$ cat config.mk
export PLATFORM = sky130hd
export DESIGN_NAME = mem_arbiter
export DESIGN_NICKNAME = d
export VERILOG_FILES = /design/src/rtl/mem_arbiter.sv
export SDC_FILE = /design/constraint.sdc
export NUM_CORES = 1
export LEC_CHECK = 0
export BUFFER_PORTS_ARGS = -buffer_cell sky130_fd_sc_hd__buf_2
export CAP_MARGIN = 25
export CORE_AREA = 5 5 105 107
export DETAILED_ROUTE_END_ITERATION = 7
export DIE_AREA = 0 0 110 112
export PLACE_DENSITY = 0.8
export SLEW_MARGIN = 20
export SYNTH_ARGS = -nofsm -noshare
export SYNTH_HDL_FRONTEND = slang
export SYNTH_SLANG_ARGS = --single-unit
$ cat constraint.sdc
create_clock -name clk -period 5.1 [get_ports clk]
set_input_delay 0.765 -clock clk [delete_from_list [all_inputs] [get_ports clk]]
set_output_delay 0.765 -clock clk [all_outputs]
set_load 0.02 [all_outputs]
$ cat src/rtl/mem_arbiter.sv
`default_nettype none
// ============================================================================
//  Module      : mem_arbiter
//  Description : Shares one memory bus port between instruction fetch (IFU)
//                and load/store (LSU). One transaction is outstanding at a
//                time and is sequenced IDLE -> REQ -> WAIT. Ties between the
//                two requesters alternate (round-robin). A pipeline flush
//                aborts or silently discards an IFU transaction, and a
//                timeout abandons a transaction the bus never completes.
//  Revision    : 1.0 - initial release
// ============================================================================
module mem_arbiter #(
    parameter int TIMEOUT = 255
) (
    input  logic        clk,
    input  logic        rst_n,

    input  logic        ifu_req_i,
    input  logic [31:0] ifu_addr_i,
    output logic        ifu_gnt_o,
    output logic        ifu_rvalid_o,
    output logic [31:0] ifu_rdata_o,
    output logic        ifu_err_o,

    input  logic        lsu_req_i,
    input  logic        lsu_we_i,
    input  logic [3:0]  lsu_be_i,
    input  logic [31:0] lsu_addr_i,
    input  logic [31:0] lsu_wdata_i,
    output logic        lsu_gnt_o,
    output logic        lsu_rvalid_o,
    output logic [31:0] lsu_rdata_o,
    output logic        lsu_err_o,

    output logic        bus_req_o,
    output logic        bus_we_o,
    output logic [3:0]  bus_be_o,
    output logic [31:0] bus_addr_o,
    output logic [31:0] bus_wdata_o,
    input  logic        bus_gnt_i,
    input  logic        bus_rvalid_i,
    input  logic [31:0] bus_rdata_i,

    input  logic        flush_i,
    output logic        ifu_stallreq_o,
    output logic        lsu_stallreq_o
);

    // Counter is at least 8 bits and wide enough to hold TIMEOUT.
    localparam int c_CNT_W = ($clog2(TIMEOUT + 1) > 8) ? $clog2(TIMEOUT + 1) : 8;
    // Counter value during the last permitted cycle of REQ or WAIT.
    localparam logic [c_CNT_W-1:0] c_CNT_LAST = c_CNT_W'(TIMEOUT - 1);

    localparam logic c_OWN_IFU = 1'b0;
    localparam logic c_OWN_LSU = 1'b1;

    typedef enum logic [1:0] {
        S_IDLE = 2'd0,
        S_REQ  = 2'd1,
        S_WAIT = 2'd2
    } state_t;

    state_t               r_state;
    logic                 r_owner;
    logic                 r_last_owner;
    logic                 r_drop;
    logic [c_CNT_W-1:0]   r_cnt;
    logic                 r_bus_req;
    logic                 r_bus_we;
    logic [3:0]           r_bus_be;
    logic [31:0]          r_bus_addr;
    logic [31:0]          r_bus_wdata;

    logic w_in_req;
    logic w_in_wait;
    logic w_own_ifu;
    logic w_ifu_flush;
    logic w_last;
    logic w_gnt_evt;
    logic w_rsp_evt;
    logic w_tmo;
    logic w_suppress;
    logic w_ifu_cand;
    logic w_pick_lsu;
    logic w_pick_ifu;
    logic w_ifu_busy;
    logic w_lsu_busy;

    assign w_in_req    = (r_state == S_REQ);
    assign w_in_wait   = (r_state == S_WAIT);
    assign w_own_ifu   = (r_owner == c_OWN_IFU);
    // A flush only concerns the transaction when IFU owns it.
    assign w_ifu_flush = flush_i & w_own_ifu;
    assign w_last      = (r_cnt == c_CNT_LAST);

    // Handshake events; gated with reset so reset overrides mid-transaction.
    assign w_gnt_evt = rst_n & w_in_req & bus_gnt_i;
    assign w_rsp_evt = rst_n & w_in_wait & bus_rvalid_i;
    // Timeout fires in the last allowed cycle unless that cycle completes the
    // phase; an unaccepted IFU request being flushed is an abort, not a timeout.
    assign w_tmo = rst_n & w_last &
                   ((w_in_req & ~bus_gnt_i & ~w_ifu_flush) |
                    (w_in_wait & ~bus_rvalid_i));
    // IFU-visible completion is hidden once the fetch has been flushed.
    assign w_suppress = r_drop | w_ifu_flush;

    assign ifu_gnt_o    = w_gnt_evt & w_own_ifu;
    assign lsu_gnt_o    = w_gnt_evt & ~w_own_ifu;
    assign ifu_rvalid_o = w_rsp_evt & w_own_ifu & ~w_suppress;
    assign lsu_rvalid_o = w_rsp_evt & ~w_own_ifu;
    assign ifu_err_o    = w_tmo & w_own_ifu & ~w_suppress;
    assign lsu_err_o    = w_tmo & ~w_own_ifu;

    assign ifu_rdata_o = bus_rdata_i;
    assign lsu_rdata_o = bus_rdata_i;

    // Round-robin: on a tie, the requester that did not finish last wins.
    // A flushed IFU request is not a candidate in that cycle.
    assign w_ifu_cand = ifu_req_i & ~flush_i;
    assign w_pick_lsu = lsu_req_i & (~w_ifu_cand | (r_last_owner == c_OWN_IFU));
    assign w_pick_ifu = w_ifu_cand & ~w_pick_lsu;

    // A requester stalls while it asks or while its transaction is in flight,
    // and releases in the cycle its response or error arrives.
    assign w_ifu_busy = rst_n & (r_state != S_IDLE) & w_own_ifu & ~r_drop;
    assign w_lsu_busy = rst_n & (r_state != S_IDLE) & ~w_own_ifu;
    assign ifu_stallreq_o = (ifu_req_i | w_ifu_busy) & ~ifu_rvalid_o & ~ifu_err_o;
    assign lsu_stallreq_o = (lsu_req_i | w_lsu_busy) & ~lsu_rvalid_o & ~lsu_err_o;

    assign bus_req_o   = r_bus_req;
    assign bus_we_o    = r_bus_we;
    assign bus_be_o    = r_bus_be;
    assign bus_addr_o  = r_bus_addr;
    assign bus_wdata_o = r_bus_wdata;

    // Transaction sequencer with registered bus payload.
    always_ff @(posedge clk) begin
        if (!rst_n) begin
            r_state      <= S_IDLE;
            r_owner      <= c_OWN_IFU;
            r_last_owner <= c_OWN_IFU;
            r_drop       <= 1'b0;
            r_cnt        <= '0;
            r_bus_req    <= 1'b0;
            r_bus_we     <= 1'b0;
            r_bus_be     <= 4'h0;
            r_bus_addr   <= 32'h0;
            r_bus_wdata  <= 32'h0;
        end else begin
            case (r_state)
                S_IDLE: begin
                    r_drop <= 1'b0;
                    r_cnt  <= '0;
                    if (w_pick_lsu) begin
                        r_state     <= S_REQ;
                        r_owner     <= c_OWN_LSU;
                        r_bus_req   <= 1'b1;
                        r_bus_we    <= lsu_we_i;
                        r_bus_be    <= lsu_be_i;
                        r_bus_addr  <= lsu_addr_i;
                        r_bus_wdata <= lsu_wdata_i;
                    end else if (w_pick_ifu) begin
                        r_state     <= S_REQ;
                        r_owner     <= c_OWN_IFU;
                        r_bus_req   <= 1'b1;
                        r_bus_we    <= 1'b0;
                        r_bus_be    <= 4'hF;
                        r_bus_addr  <= ifu_addr_i;
                        r_bus_wdata <= 32'h0;
                    end
                end

                S_REQ: begin
                    if (bus_gnt_i) begin
                        // Accepted: a simultaneous flush still lets the
                        // response drain, but it will be discarded.
                        r_state   <= S_WAIT;
                        r_bus_req <= 1'b0;
                        r_cnt     <= '0;
                        if (w_ifu_flush) begin
                            r_drop <= 1'b1;
                        end
                    end else if (w_ifu_flush || w_last) begin
                        r_state   <= S_IDLE;
                        r_bus_req <= 1'b0;
                    end else begin
                        r_cnt <= r_cnt + c_CNT_W'(1);
                    end
                end

                S_WAIT: begin
                    if (bus_rvalid_i) begin
                        r_state      <= S_IDLE;
                        r_last_owner <= r_owner;
                        r_drop       <= 1'b0;
                    end else if (w_last) begin
                        r_state <= S_IDLE;
                        r_drop  <= 1'b0;
                    end else begin
                        r_cnt <= r_cnt + c_CNT_W'(1);
                        if (w_ifu_flush) begin
                            r_drop <= 1'b1;
                        end
                    end
                end

                default: begin
                    r_state   <= S_IDLE;
                    r_bus_req <= 1'b0;
                end
            endcase
        end
    end

endmodule
`default_nettype wire
Yosys cells after proc, flatten, opt, wreduce, memory -nomap -nowiden
Index checks and enable logic that the tools add are counted.
{"block": "op_classes", "addsub": 1, "n_eq_ne": 10, "muxes": 31, "n_bitwise": 49, "n_reduce_logical": 11}
{"operator": "32-bit two-way mux", "n": 4}
{"operator": "8-bit two-way mux", "n": 4}
{"operator": "1-bit bitwise AND", "n": 29}
{"operator": "8-bit case mux with 3 select lines", "n": 1}
{"operator": "1-bit inverter", "n": 15}
{"operator": "2-bit two-way mux", "n": 6}
{"operator": "1-bit two-way mux", "n": 11}
{"operator": "8-bit by 1-bit adder with 8-bit output (second input constant)", "n": 1}
{"operator": "8-bit equality test (second input constant)", "n": 1}
{"operator": "4-bit two-way mux", "n": 2}
{"operator": "2-bit inequality test (second input constant)", "n": 3}
{"operator": "3-bit by 2-bit inequality test with 1-bit output (second input constant)", "n": 2}
{"operator": "3-bit inequality test (second input constant)", "n": 2}
{"operator": "1-bit case mux with 3 select lines", "n": 2}
{"operator": "2-bit case mux with 3 select lines", "n": 1}
{"operator": "2-bit AND reduction", "n": 3}
{"operator": "3-bit AND reduction", "n": 2}
{"operator": "1-bit bitwise OR", "n": 5}
{"operator": "4-bit AND reduction", "n": 1}
{"operator": "2-bit nonzero test", "n": 2}
{"operator": "3-bit nonzero test", "n": 1}
{"operator": "2-bit by 1-bit equality test with 1-bit output (second input constant)", "n": 1}
{"operator": "2-bit equality test (second input constant)", "n": 1}
{"operator": "2-bit zero test", "n": 1}
{"operator": "1-bit logical OR", "n": 1}
{"block": "word_totals", "register_bits": 83, "in_bits": 140, "wordCells": 112}

Depth between registers and ports, before layout
{"block": "depth", "depth_word": 10, "mapped_depth": 7, "mapped_depth_nobuf": 7}

Worst setup path after synthesis
No wires, ideal clock.
{"block": "synth_timing", "kind": "in2out", "from": "input bus_rvalid_i", "to": "output lsu_stallreq_o", "arrival_ns": 1.779, "path_slack_ns": 2.556, "cell_stages": 5, "n_path_buf": 0, "path_cell_list": "and2b_2 > a21oi_1 > nand2b_1 > nand2_1 > a31oi_1"}
{"block": "synth_via", "elab_chain_len": 7}
{"element": "start, declared", "line": "41", "rtl": "input logic bus_rvalid_i,"}
{"element": "1-bit inverter", "line": "103", "rtl": "(w_in_wait & ~bus_rvalid_i));"}
{"element": "1-bit bitwise AND", "line": "103"}
{"element": "1-bit bitwise OR", "line": "102", "rtl": "((w_in_req & ~bus_gnt_i & ~w_ifu_flush) |"}
{"element": "1-bit bitwise AND", "line": "101", "rtl": "assign w_tmo = rst_n & w_last &"}
{"element": "1-bit bitwise AND", "line": "112", "rtl": "assign lsu_err_o = w_tmo & ~w_own_ifu;"}
{"element": "1-bit inverter", "line": "128", "rtl": "assign lsu_stallreq_o = (lsu_req_i | w_lsu_busy) & ~lsu_rvalid_o & ~lsu_err_o;"}
{"element": "1-bit bitwise AND (*)", "line": "128"}
{"element": "end, declared", "line": "46", "rtl": "output logic lsu_stallreq_o"}
Mark *: on every way between the ends. The rest lies on a longest branch, timed or not.

Final worst setup path
{"block": "layout_timing", "from": "register r_state[0]", "to": "output lsu_stallreq_o"}
{"block": "layout_via", "elab_chain_len": 8}
{"element": "start, declared", "line": "63", "rtl": "state_t r_state;"}
{"element": "start signal, assigned", "line": "139", "rtl": "r_state <= S_IDLE;"}
{"element": "start signal, assigned", "line": "155", "rtl": "r_state <= S_REQ;"}
{"element": "start signal, assigned", "line": "163", "rtl": "r_state <= S_REQ;"}
{"element": "2-bit by 1-bit equality test with 1-bit output", "line": "89", "rtl": "assign w_in_req = (r_state == S_REQ);"}
{"element": "1-bit bitwise AND (2 in a row)", "line": "102"}
{"element": "1-bit bitwise OR", "line": "102"}
{"element": "1-bit bitwise AND", "line": "101"}
{"element": "1-bit bitwise AND", "line": "112"}
{"element": "1-bit inverter", "line": "128"}
{"element": "1-bit bitwise AND (*)", "line": "128"}
Marks and branches as above.

==> out/qor.yml <==
p_int_w: 0.00108
p_clk_share_pct: 25.9
syn-num-nets: 600
ioPinCount: 282
clkSinkCount: 83
yosysSeqAreaShare_pct: 40.5
clk_pin_slew_worst_paths_ps: 90
synthArstFlopShare_pct: 0
ant_nets: 0
grt_pass1_wl_um: 16500
area_growth_pct: 17.4
yosysMostFrequentCell: "dfxtp_1"
overflow: 0
initial_core_util_pct: 40.8
vdd_drop_max_v: 0.000146
synth_cell_types: 46
worst_slew_pin_slew_ps: 762
drt_wl_total_um: 10800
p_comb_share_pct: 28.2
cts.path.max_buffers: 2
busiest_layer: "met2"
drv_slew: 0
htree_num_levels: 3
viasPerCell: 5.10
wl_per_cell_um: 15.3
power_density_nw_per_um2: 345
cts_setup_buffers: 0
antenna_found_initial: 0
first_pass_iters: 4
layout-drive-gt1-share_pct: 39.6
core_um2: 10000
critical-path-max-stage-delay_ps: 370
crit_arrival_ps: 2220
synthTopCellsByCount: "dfxtp_1, nor2_1, buf_4"
die_area_um2: 12300
final_util_pct: 48.0
startpoint_type: "register"
io_buffers: 185
holdWs_ps: 498
synth_top_area_share_pct: 40.5
grtUsageMet2_pct: 29.6
ys_seq_elements: 83
rows: 37
nets: 709
hold_path_class: "register to register"
final_cell_area_um2: 4820
cts_tree: "built"
fin_setup_tns_ps: 0
drt_iter0_drc: 219
total_power_w: 0.00166
skew_ps: 8.53
max_freq_mhz: 335
clk_latency_ps: 340
cts_hold_buffers: 0
critPathKind: "register to output port"
grt_max_degree: 69
synth.avg_cell_area_um2: 9.03
gp_congestion: 0.880
antenna_cells: 0
setup_viol: 0
fin_crit_ps: 2980
p_switching_w: 0.000581
hold_violations: 0
maxCapViolCount: 0
rsz0062_at_grt: "no"
hpwl_um: 8150
p_leak_nw: 2.30
synth_edf_count: 0
die_h_um: 112
cp_top_family: "simple AND/OR/NAND/NOR gates"
yosysWarnings: 0
finalCritPeriodShare_pct: 58.5
cts_resized: 0
required_ps: 4340
yosysTopAreaCell: "dfxtp_1"
crit_fanout: 7
max_slew_margin_pct: 49.1
switching_share_pct: 35.0
seqPwrFrac_pct: 45.9
die_x_um: 110
yosys-top-cells-area: "dfxtp_1, buf_4, mux2i_1, nor2_1, a211oi_1"
syn_area_um2: 4100
syn_inst: 454
grt_use_total_pct: 16.5
endpoint_kind: "output port"
grt_pass1_vias: 3512
path_cells: "inv_1 -> ha_1 -> and2b_2 -> a21oi_1 -> nand2b_1 -> nand2_1 -> a31oi_1 -> buf_2"
cts-root-buf: "clkbuf_8"
numCtsBuffers: 9
synth_ff_type: "dfxtp_1"
placed_cell_area_um2: 4620
status: "completed"
grtUsageMet3_pct: 4.75
met1_usage_pct: 18.1
worst-path-buf-inv: 2
drc_errors: 0
vias: 3590
cpMaxStageDelayCell: "dfxtp_1"
-- state kept, by name (all words and copies together) (netlist names), 2 cells and up --
name	count
bus_addr_o	32
bus_wdata_o	32
r_state	2
r_cnt	8
bus_be_o	4
-- tightest hold or removal path, cell delays in order, from the launching register on --
cell and delay (ps):
dfxtp_1 310, nor2_1 90, a211oi_1 50
-- cell families after synthesis --
family                   synth area share [%]
AND/OR/NAND/NOR                          15.3
AO/OA/AOI/OAI                            18.9
buffers and inverters                    15.5
flip-flops                               40.5
multiplexers                             8.05
adder cells (fa/ha/maj)                  1.83
-- layout make-up --
cell class                      instances  area [um^2]
Sequential cell                        83         1660
Multi-Input combinational cell        273         1820
Tap cell                              136          170
Inverter                                7         26.3
Clock inverter                          7         51.3
Timing Repair Buffer                  189          968
Fill cell                             990         5230
Clock buffer                            9          124
-- cells in the final DEF (no fill, tap or decap), types with 2 or more instances in the layout --
| cell type | count |
|---|---|
| nor2_4 | 2 |
| nand3_1 | 7 |
| inv_2 | 2 |
| a211oi_1 | 33 |
| nor3_1 | 3 |
| nor2_1 | 81 |
| mux2i_1 | 33 |
| ha_1 | 6 |
| o21ai_2 | 2 |
| and3_4 | 2 |
| nand2b_1 | 4 |
| nor2b_1 | 2 |
| clkbuf_8 | 9 |
| nand4_1 | 2 |
| inv_1 | 5 |
| o221a_1 | 3 |
| dfxtp_1 | 83 |
| o21ai_1 | 5 |
| and2_1 | 2 |
| a21oi_1 | 12 |
| buf_2 | 185 |
| or3_1 | 4 |
| a22oi_1 | 33 |
| nand2_1 | 11 |
| o221a_2 | 2 |
| inv_6 | 3 |
| a31oi_1 | 5 |
| clkinvlp_4 | 2 |
| o21ai_0 | 2 |
| clkinv_2 | 2 |
| buf_4 | 3 |
-- final timing paths --
check	slack, ps	cells after the start	to	from
setup / recovery	2120	8	lsu_stallreq_o	r_state[0]
hold / removal	500	2	bus_addr_o[14]	bus_addr_o[14]
setup reg to reg	3140	7	r_cnt[4]	r_state[0]
hold reg to reg	500	2	bus_addr_o[14]	bus_addr_o[14]
-- power groups by stage --
stage	clock (W)	sequential [W]	combinational, W
after floorplan	0	0.000858	0.000302
after global placement	0	0.000774	0.000458
after detailed placement	0	0.000777	0.000472
after CTS	0.000450	0.000763	0.000471
after global routing	0.000478	0.000771	0.000516
final	0.000429	0.000763	0.000468
-- per-layer routing --
| layer | up-vias | wire (um) |
|---|---|---|
| met5 | - | 0 |
| met4 | 0 | 180 |
| met3 | 24 | 1070 |
| met2 | 172 | 5400 |
| met1 | 1626 | 4110 |
| li1 | 1768 | - |
-- metrics by stage --
stage	instances	worst slack (ps)
2_1_floorplan	454	2560
3_5_place_dp	687	2200
4_1_cts	703	2100
5_1_grt	704	1920
6_report	704	2120
3_3_place_gp	687	1890
Power figures use the tool's default switching activity.
